==> config.mk <==
export PLATFORM = sky130hd
export DESIGN_NAME = audio_dma_sequencer
export DESIGN_NICKNAME = d
export VERILOG_FILES = /design/src/rtl/audio_dma_sequencer.sv
export SDC_FILE = /design/constraint.sdc
export NUM_CORES = 1
export LEC_CHECK = 0
export CAP_MARGIN = 20
export CELL_PAD_IN_SITES_DETAIL_PLACEMENT = 2
export CELL_PAD_IN_SITES_GLOBAL_PLACEMENT = 2
export CORE_MARGIN = 4
export CORE_UTILIZATION = 33
export CTS_CLUSTER_DIAMETER = 200
export DETAILED_ROUTE_END_ITERATION = 16
export GPL_ROUTABILITY_DRIVEN = 0
export PLACE_DENSITY_LB_ADDON = 0.2
export SETUP_SLACK_MARGIN = 0.05
export SLEW_MARGIN = 30
export SYNTH_ARGS = -nofsm -noshare
export SYNTH_HDL_FRONTEND = slang
export SYNTH_SLANG_ARGS = --single-unit
==> constraint.sdc <==
create_clock -name clk -period 7.2 [get_ports clk]
set_input_delay 1.44 -clock clk [delete_from_list [all_inputs] [get_ports clk]]
set_output_delay 1.44 -clock clk [all_outputs]
set_load 0.02 [all_outputs]
==> src/rtl/audio_dma_sequencer.sv <==
// audio_dma_sequencer: Wishbone bus master that fetches left/right sample words
// from a memory buffer, packs them into 48-bit stereo frames and pushes them
// into the audio FIFO, throttled by fifo_full. One-shot by default; define
// AUDIO_DMA_LOOP_EN to build the ring-buffer (cfg_loop) restart logic.
module audio_dma_sequencer #(
  parameter int unsigned LEN_BITS      = 16,
  parameter int unsigned FIFO_LEN_BITS = 4
) (
  input  logic                clk,
  input  logic                rst,
  input  logic                cfg_enable,
  input  logic [31:0]         cfg_base,
  input  logic [LEN_BITS-1:0] cfg_len,
  input  logic                cfg_loop,
  output logic                busy,
  output logic                done,
  output logic                err,
  output logic [31:0]         m_adr_o,
  output logic                m_cyc_o,
  output logic                m_stb_o,
  output logic                m_we_o,
  output logic [3:0]          m_sel_o,
  input  logic [31:0]         m_dat_i,
  input  logic                m_ack_i,
  input  logic                m_err_i,
  output logic [47:0]         audio_data,
  output logic                audio_valid,
  input  logic                fifo_full
);

  localparam int unsigned ADR_W = 32;
  localparam int unsigned SMP_W = 24;
  localparam int unsigned FRM_W = 2 * SMP_W;

  typedef enum logic [2:0] {
    S_IDLE,
    S_RD_L,
    S_RD_R,
    S_PUSH,
    S_DONE,
    S_ERR
  } state_e;

  state_e              state_q, state_d;
  logic [ADR_W-1:0]    base_q, base_d;
  logic [LEN_BITS-1:0] len_q, len_d;
  logic [LEN_BITS-1:0] idx_q, idx_d;
  logic [SMP_W-1:0]    left_q, left_d;
  logic [SMP_W-1:0]    right_q, right_d;
`ifdef AUDIO_DMA_LOOP_EN
  logic                loop_q, loop_d;
`endif

  logic                busy_q, busy_d;
  logic                done_q, done_d;
  logic                err_q, err_d;
  logic                cyc_q, cyc_d;
  logic [ADR_W-1:0]    adr_q, adr_d;
  logic [FRM_W-1:0]    data_q, data_d;
  logic                valid_q, valid_d;

  logic                last_c;
  logic                push_c;
  logic [ADR_W-1:0]    off_c;
  logic                unused_ok;

  assign last_c = (idx_q == len_q - LEN_BITS'(1));
  assign push_c = (state_q == S_PUSH) && cfg_enable && !fifo_full;

`ifdef AUDIO_DMA_LOOP_EN
  assign unused_ok = ^{m_dat_i[31:24], cfg_base[2:0], 32'(FIFO_LEN_BITS)};
`else
  assign unused_ok = ^{m_dat_i[31:24], cfg_base[2:0], cfg_loop, 32'(FIFO_LEN_BITS)};
`endif

  // State register
  always_ff @(posedge clk or negedge rst) begin
    if (!rst) begin
      state_q <= S_IDLE;
    end else begin
      state_q <= state_d;
    end
  end

  // Next-state and working-register update
  always_comb begin
    state_d = state_q;
    base_d  = base_q;
    len_d   = len_q;
    idx_d   = idx_q;
    left_d  = left_q;
    right_d = right_q;
`ifdef AUDIO_DMA_LOOP_EN
    loop_d  = loop_q;
`endif
    unique case (state_q)
      S_IDLE: begin
        if (cfg_enable) begin
          base_d  = {cfg_base[ADR_W-1:3], 3'b000};
          len_d   = cfg_len;
          idx_d   = '0;
`ifdef AUDIO_DMA_LOOP_EN
          loop_d  = cfg_loop;
`endif
          state_d = (cfg_len == '0) ? S_DONE : S_RD_L;
        end
      end
      S_RD_L: begin
        if (m_err_i) begin
          state_d = S_ERR;
        end else if (m_ack_i) begin
          left_d  = m_dat_i[SMP_W-1:0];
          state_d = cfg_enable ? S_RD_R : S_IDLE;
        end
      end
      S_RD_R: begin
        if (m_err_i) begin
          state_d = S_ERR;
        end else if (m_ack_i) begin
          right_d = m_dat_i[SMP_W-1:0];
          state_d = cfg_enable ? S_PUSH : S_IDLE;
        end
      end
      S_PUSH: begin
        if (!cfg_enable) begin
          state_d = S_IDLE;
        end else if (push_c) begin
          if (last_c) begin
            idx_d   = '0;
`ifdef AUDIO_DMA_LOOP_EN
            state_d = loop_q ? S_RD_L : S_DONE;
`else
            state_d = S_DONE;
`endif
          end else begin
            idx_d   = idx_q + LEN_BITS'(1);
            state_d = S_RD_L;
          end
        end
      end
      S_DONE, S_ERR: begin
        if (!cfg_enable) begin
          state_d = S_IDLE;
        end
      end
      default: state_d = S_IDLE;
    endcase
  end

  // Output values for the coming cycle, aligned with the next state
  always_comb begin
    off_c   = ADR_W'(idx_d) << 3;
    busy_d  = state_d inside {S_RD_L, S_RD_R, S_PUSH};
    cyc_d   = state_d inside {S_RD_L, S_RD_R};
    err_d   = (state_d == S_ERR);
    valid_d = push_c;
    done_d  = (push_c && last_c) ||
              ((state_q == S_IDLE) && cfg_enable && (cfg_len == '0));
    data_d  = data_q;
    adr_d   = '0;
    if (push_c) begin
      data_d = {left_q, right_q};
    end
    if (state_d == S_RD_L) begin
      adr_d = base_d + off_c;
    end else if (state_d == S_RD_R) begin
      adr_d = base_d + off_c + ADR_W'(4);
    end
  end

  // Working and output registers
  always_ff @(posedge clk or negedge rst) begin
    if (!rst) begin
      base_q  <= '0;
      len_q   <= '0;
      idx_q   <= '0;
      left_q  <= '0;
      right_q <= '0;
`ifdef AUDIO_DMA_LOOP_EN
      loop_q  <= 1'b0;
`endif
      busy_q  <= 1'b0;
      done_q  <= 1'b0;
      err_q   <= 1'b0;
      cyc_q   <= 1'b0;
      adr_q   <= '0;
      data_q  <= '0;
      valid_q <= 1'b0;
    end else begin
      base_q  <= base_d;
      len_q   <= len_d;
      idx_q   <= idx_d;
      left_q  <= left_d;
      right_q <= right_d;
`ifdef AUDIO_DMA_LOOP_EN
      loop_q  <= loop_d;
`endif
      busy_q  <= busy_d;
      done_q  <= done_d;
      err_q   <= err_d;
      cyc_q   <= cyc_d;
      adr_q   <= adr_d;
      data_q  <= data_d;
      valid_q <= valid_d;
    end
  end

  assign busy        = busy_q;
  assign done        = done_q;
  assign err         = err_q;
  assign m_adr_o     = adr_q;
  assign m_cyc_o     = cyc_q;
  assign m_stb_o     = cyc_q;
  assign m_we_o      = 1'b0;
  assign m_sel_o     = 4'hF;
  assign audio_data  = data_q;
  assign audio_valid = valid_q;

endmodule

Word level (Yosys, flattened, before mapping)
Cells that the tools add are included.
- reductions and logical operators: 15
- $add $sub $neg: 4
- equality and inequality tests: 10
- bitwise gates (word level): 1
- muxes and demuxes: 22
- operators by type and width (kind ; count):
    32-bit 2-to-1 mux ; 4
    16-bit 2-to-1 mux ; 4
    32-bit by 19-bit adder with 32-bit output ; 1
    32-bit by 3-bit adder with 32-bit output (second input constant) ; 1
    16-bit one-hot mux with 2 select lines ; 1
    3-bit 2-to-1 mux ; 10
    16-bit by 1-bit adder with 16-bit output (second input constant) ; 1
    16-bit == test ; 1
    16-bit logical NOT ; 1
    16-bit by 1-bit subtractor with 16-bit output (second input constant) ; 1
    3-bit one-hot mux with 5 select lines ; 1
    3-bit by 2-bit == test with 1-bit output (second input constant) ; 4
    3-bit == test (second input constant) ; 3
    3-bit by 1-bit == test with 1-bit output (second input constant) ; 2
    3-bit AND reduction ; 2
    1-bit logical AND ; 5
    2-bit 2-to-1 mux ; 2
    3-bit logical NOT ; 1
    3-bit nonzero test ; 1
    2-bit AND reduction ; 1
    2-bit nonzero test ; 1
    2-bit OR reduction ; 1
    1-bit logical NOT ; 1
    1-bit logical OR ; 1
    1-bit inverter ; 1
- output and inout bits: 91
- logic and storage cells: 65
- bits in registers: 200
- input port bits: 87

Depth between registers and ports, before layout
- depth after elaboration: 10
- depth in mapped cells: 24
- gate-level depth less buffers: 22

Worst setup path before layout
No wires, ideal clock.
- kind: input to register
- start point: in fifo_full
- end point: reg adr_q[23] (netlist: m_adr_o[23])
- path slack: 695 ps
- stages: 21
- arrival time: 6427 ps
- path through: or3_1 -> clkbuf_1 -> inv_2 -> o211ai_1 -> nor4_1 -> nand4_1 -> o21bai_1 -> clkbuf_1 -> o21ai_0 -> nand2_1 -> o21ai_0 -> ha_1 -> a21oi_1 -> o211ai_1 -> a22oi_2 -> xor2_1 -> or4_4 -> or4_4 -> a2111oi_4 -> or3b_1 -> a21oi_1
- longest elaborated chain between the ends: 9
- RTL lines (item ; RTL line ; RTL):
    from (decl) ; 28 ; input logic fifo_full
    1-bit logical NOT (*) ; 68 ; assign push_c = (state_q == S_PUSH) && cfg_enable && !fifo_full;
    1-bit logical AND (*) ; 68 ;
    16-bit 2-to-1 mux (*) ; 127 ; end else if (push_c) begin
    16-bit 2-to-1 mux (*) ; 125 ; if (!cfg_enable) begin
    16-bit one-hot mux with 2 select lines (*) ; 96 ; unique case (state_q)
    named net idx_d[10] ; 47 ; logic [LEN_BITS-1:0] idx_q, idx_d;
    32-bit by 19-bit adder with 32-bit output (*) ; 165, 167 ;
    32-bit by 3-bit adder with 32-bit output ; 167 ; adr_d = base_d + off_c + ADR_W'(4);
    32-bit 2-to-1 mux ; 166 ; end else if (state_d == S_RD_R) begin
    32-bit 2-to-1 mux (*) ; 164 ; if (state_d == S_RD_L) begin
    named net adr_d[23] ; 58 ; logic [ADR_W-1:0] adr_q, adr_d;
    to (signal assigned) ; 202 ; adr_q <= adr_d;
    to (decl) ; 58 ;
The timed path passes the listed nets; every way through them passes the cells marked *.
A chain may end at the register's enable or synchronous reset.

Worst setup path after layout
- start point: in cfg_enable
- end point: reg adr_q[23] (netlist: m_adr_o[23])
- longest elaborated chain between the ends: 9
- RTL lines (item ; RTL line ; RTL):
    from (decl) ; 11 ; input logic cfg_enable,
    1-bit logical AND (2 in a row) ; 68 ;
    16-bit 2-to-1 mux ; 127 ;
    16-bit 2-to-1 mux ; 125 ;
    16-bit one-hot mux with 2 select lines (*) ; 96 ;
    named net idx_d[5] ; 47 ;
    32-bit by 19-bit adder with 32-bit output (*) ; 165, 167 ;
    32-bit by 3-bit adder with 32-bit output ; 167 ;
    32-bit 2-to-1 mux ; 166 ;
    32-bit 2-to-1 mux (*) ; 164 ;
    named net adr_d[23] ; 58 ;
Marks and branches as above.

==> results.md <==
* Status: complete, no violations
* Residual DRC at 0
* Slew of the pin with the lowest slew margin at 0.852 ns
* VDD IR max at 0.202 mV
* Via count at 8,988
* R2R cell count at 19
* Endpoints failing setup at 0
* Final Hold Violating Endpoints at 0
* Fmax at 149 MHz
* Start point of the critical path: cfg_enable
* Footprint of the multi-input gates at 0.00517 mm2
* Post-DRT Antenna Nets at 0
* Netlist Area Pre-Place at 0.0105 mm2
* YS warnings at 0
* Primary FF master, synth: dfrtp_1
* Largest net degree at the start of global routing at 74
* Worst clock skew at 0.0177 ns
* Worst path slowest cell: or4_4
* Final Critical Period at 6.71 ns
* Die height at 186 um
* WL per Instance at 19.9 um
* Core footprint at 0.0309 mm2
* Critical path data required time at 7.58 ns
* PortBufs at 160
* RSZ-0062 raised after global routing: false
* CTS tree: built
* Root Buffer: clkbuf_16
* Startpoint Class: primary input
* Setup crit end kind: register
* Die width at 186 um
* Starting density of the core at 33.9%
* Synthesis-to-finish area growth at 29.7%
* LEAKAGE at 6.19 nW
* CP max FO at 16
* Top cells by area, synth: dfrtp_1, nand2_1, mux2_2
* Final period utilization at 93.2%
* Final Max Slew Viols at 0
* Longest Clk Path Bufs at 2
* Number of global-route vias before repair at 9,958
* Share of Yosys cell area claimed by the top area cell type at 47.8%
* Clock sink count at 200
* Post-CTS setup buffers at 0
* Sequential cell area fraction in the yosys report at 47.8%
* Vias/cell at 5.23
* Worst-path clk slew at 0.10 ns
* Hold buffers post-CTS at 0
* Worst Path Class, Setup: in2reg
* Synthesized area per cell at 9.41 um2
* Gate Count Post-Synth at 1,112
* Initial antenna violation count at 1
* Max cap viols at 0
* Cell accounting for the most synthesized area: dfrtp_1
* Max incr delay on CP at 0.56 ns
* # fillers at 3,305
* Initial detailed-routing violation count at 420
* Cts bufs inserted at 17
* Asr flop ratio synth at 100%
* Final Cell Area at 0.0136 mm2
* Total wire length at 34.3 mm
* First-pass GRT wire length at 55.0 mm
* Htree depth at 4
* Worst Setup EP: m_adr_o[23]$_DFF_PN0_
* Distinct cells, synth at 79
* Storage element area at 0.00500 mm2
* Share of cells above drive strength 1 at 14.4%
* IO Pins at 178
* FF-to-FF Start: len_q[3]$_DFFE_PN0P_
* DP Area at 0.0129 mm2
* Hold WC Path Type: reg2reg
* Hold_ws at 0.457 ns
* FF+latch count, synth at 200
* Final HPWL DP at 25.2 mm
* Final #Nets at 1,416
* R2r setup slk at 0.68 ns
* WP data arrival at 7.09 ns
* Die area at 0.0346 mm2
* Std cell rows at 64
* EDFF count, synth at 0
* Gr usage total at 20.2%
* Worst R2R End: m_adr_o[23]$_DFF_PN0_
* Power density over the cells at 382 mW/mm2
* Worst rel slew slack at 43.0%
* Gr ovfl total at 0
* First drt pass iteration count at 4
* Clock Latency Late Sink at 0.46 ns
* Worst-path cell chain: clkdlybuf4s50_1 > nand2_1 > or3_2 > inv_2 > o211ai_1 > nor4_2 > nand4_1 > o21bai_2 > buf_4 > buf_12 > o21ai_0 > nand2_1 > o31ai_1 > ha_1 > o211ai_2 > o21ai_4 > xor2_4 > nand3_2 > or4_4 > or4_4 > a2111oi_4 > or3b_1 > a21oi_1
==> per-stage QoR <==
step                total power [mW]  setup WS [ns]  util (%)  std cells  TNS, ns
finish                          5.19          0.490      43.9       1720        0
global placement                4.05        0.00955      41.7       1685        0
detailed placement              4.17        -0.0897      41.7       1685   -0.689
floorplan                       3.17          0.695         -       1115        0
CTS                             5.25          0.323      43.7       1717        0
global route                    5.57         0.0846      43.9       1719        0
==> timing repair <==
action / CTS / global route
endpoints found under the hold margin: 0 / 0
resized for setup: 0 / 7
setup endpoints to repair: 0 / 12
==> cells in the mapped netlist (all sizes together), types with 9 or more instances <==
master  instances
o22ai          12
xnor2          31
a21oi          43
o211ai         10
a31oi          12
nand2         296
ha             19
nand2b          9
nor2b          10
nand3          29
mux2           55
xor2           27
dfrtp         200
buf            11
nor2           45
mux2i          14
and3           20
nor3           13
o21ai          47
nand4          19
clkbuf         45
a211oi         11
inv            25
==> kinds of logic (layout without fill, tap and decap cells) <==
logic type,after synthesis,in the layout,synth area share (%)
DFF,200,200,47.8
adders and majority gates,20,20,2.46
other,2,7,0.0718
buffers and inverters,81,288,3.17
and+or+nand+nor,493,493,21.8
xor gates and xnor gates,58,58,5.03
AOI/OAI and AO/OA,189,189,12.4
muxes,69,69,7.26
==> cells in the final DEF, fill, tap and decap left out, types with 4 or more instances in the layout <==
cell type,synthesis,layout
xor2_1,26,26
nor2_1,45,44
nand2b_1,9,9
clkdlybuf4s50_1,0,159
nor3_1,12,11
nand3b_1,8,8
o21ai_0,43,42
nor3b_1,5,5
o22ai_1,12,12
ha_1,19,19
dfrtp_1,200,200
clkbuf_16,0,17
inv_1,24,24
nor2b_1,10,10
a21oi_1,43,41
inv_12,0,4
a31oi_1,12,12
mux2i_1,14,14
a21o_1,8,8
inv_8,0,4
buf_4,7,68
nor4b_1,4,4
o211ai_1,8,8
nand4_1,19,19
nand2_1,296,296
o41ai_1,5,5
a211oi_1,10,10
mux2_2,55,55
conb_1,2,5
nand3_1,28,28
xnor2_1,31,31
o31ai_1,6,6
nor4_1,7,6
and3_1,20,20
and2_1,8,8
==> worst max-delay path: cells and delay by family <==
kind | cells | cell delay (ns)
simple gates | 9 | 2.58
compound gates | 8 | 1.54
buf+inv | 4 | 0.91
fa+ha+maj | 1 | 0.43
xor+xnor | 1 | 0.18
==> layout make-up <==
| type | count | area share [%] |
|---|---|---|
| Antenna cell | 2 | 0.0369 |
| Inverter | 25 | 0.692 |
| Multi-Input combinational cell | 834 | 38.1 |
| Tap cell | 396 | 3.65 |
| Clock buffer | 17 | 3.14 |
| Sequential cell | 200 | 36.9 |
| Timing Repair Buffer | 231 | 16.0 |
| Clock inverter | 15 | 1.50 |
==> where the power goes <==
group / internal, mW / switching (mW) / total, mW
clock: 0.489 / 0.559 / 1.05
combinational: 1.00 / 1.35 / 2.35
sequential: 1.53 / 0.257 / 1.79
total: 3.02 / 2.16 / 5.19
==> sequential cells by signal, summed over array words and instances (netlist names) <==
name and count:
right_q 24, m_cyc_o 1, left_q 24, state_q 3, base_q 32, busy 1
audio_valid 1, len_q 16, err 1, audio_data 48, m_adr_o 32, idx_q 16
done 1
==> worst min-delay path by stage <==
stage                     depth (start not counted)  slack (ns)                    endpoint                    from
after floorplan                                   2        0.43   audio_data[0]$_DFFE_PN0P_  right_q[0]$_DFFE_PN0P_
after global placement                            2        0.44   audio_data[9]$_DFFE_PN0P_  right_q[9]$_DFFE_PN0P_
after detailed placement                          2        0.45  audio_data[39]$_DFFE_PN0P_  left_q[15]$_DFFE_PN0P_
after CTS                                         2        0.46  audio_data[27]$_DFFE_PN0P_   left_q[3]$_DFFE_PN0P_
after global routing                              2        0.49  audio_data[27]$_DFFE_PN0P_   left_q[3]$_DFFE_PN0P_
final                                             2        0.46  audio_data[27]$_DFFE_PN0P_   left_q[3]$_DFFE_PN0P_
==> per-layer routing <==
metal	global-route usage, %	up-vias	routed length (um)
li1	-	4246	-
met1	25.8	4580	15100
met2	35.9	133	17800
met3	2.72	29	847
met4	5.25	0	480
met5	0	-	0
(Power assumes the default switching activity.)
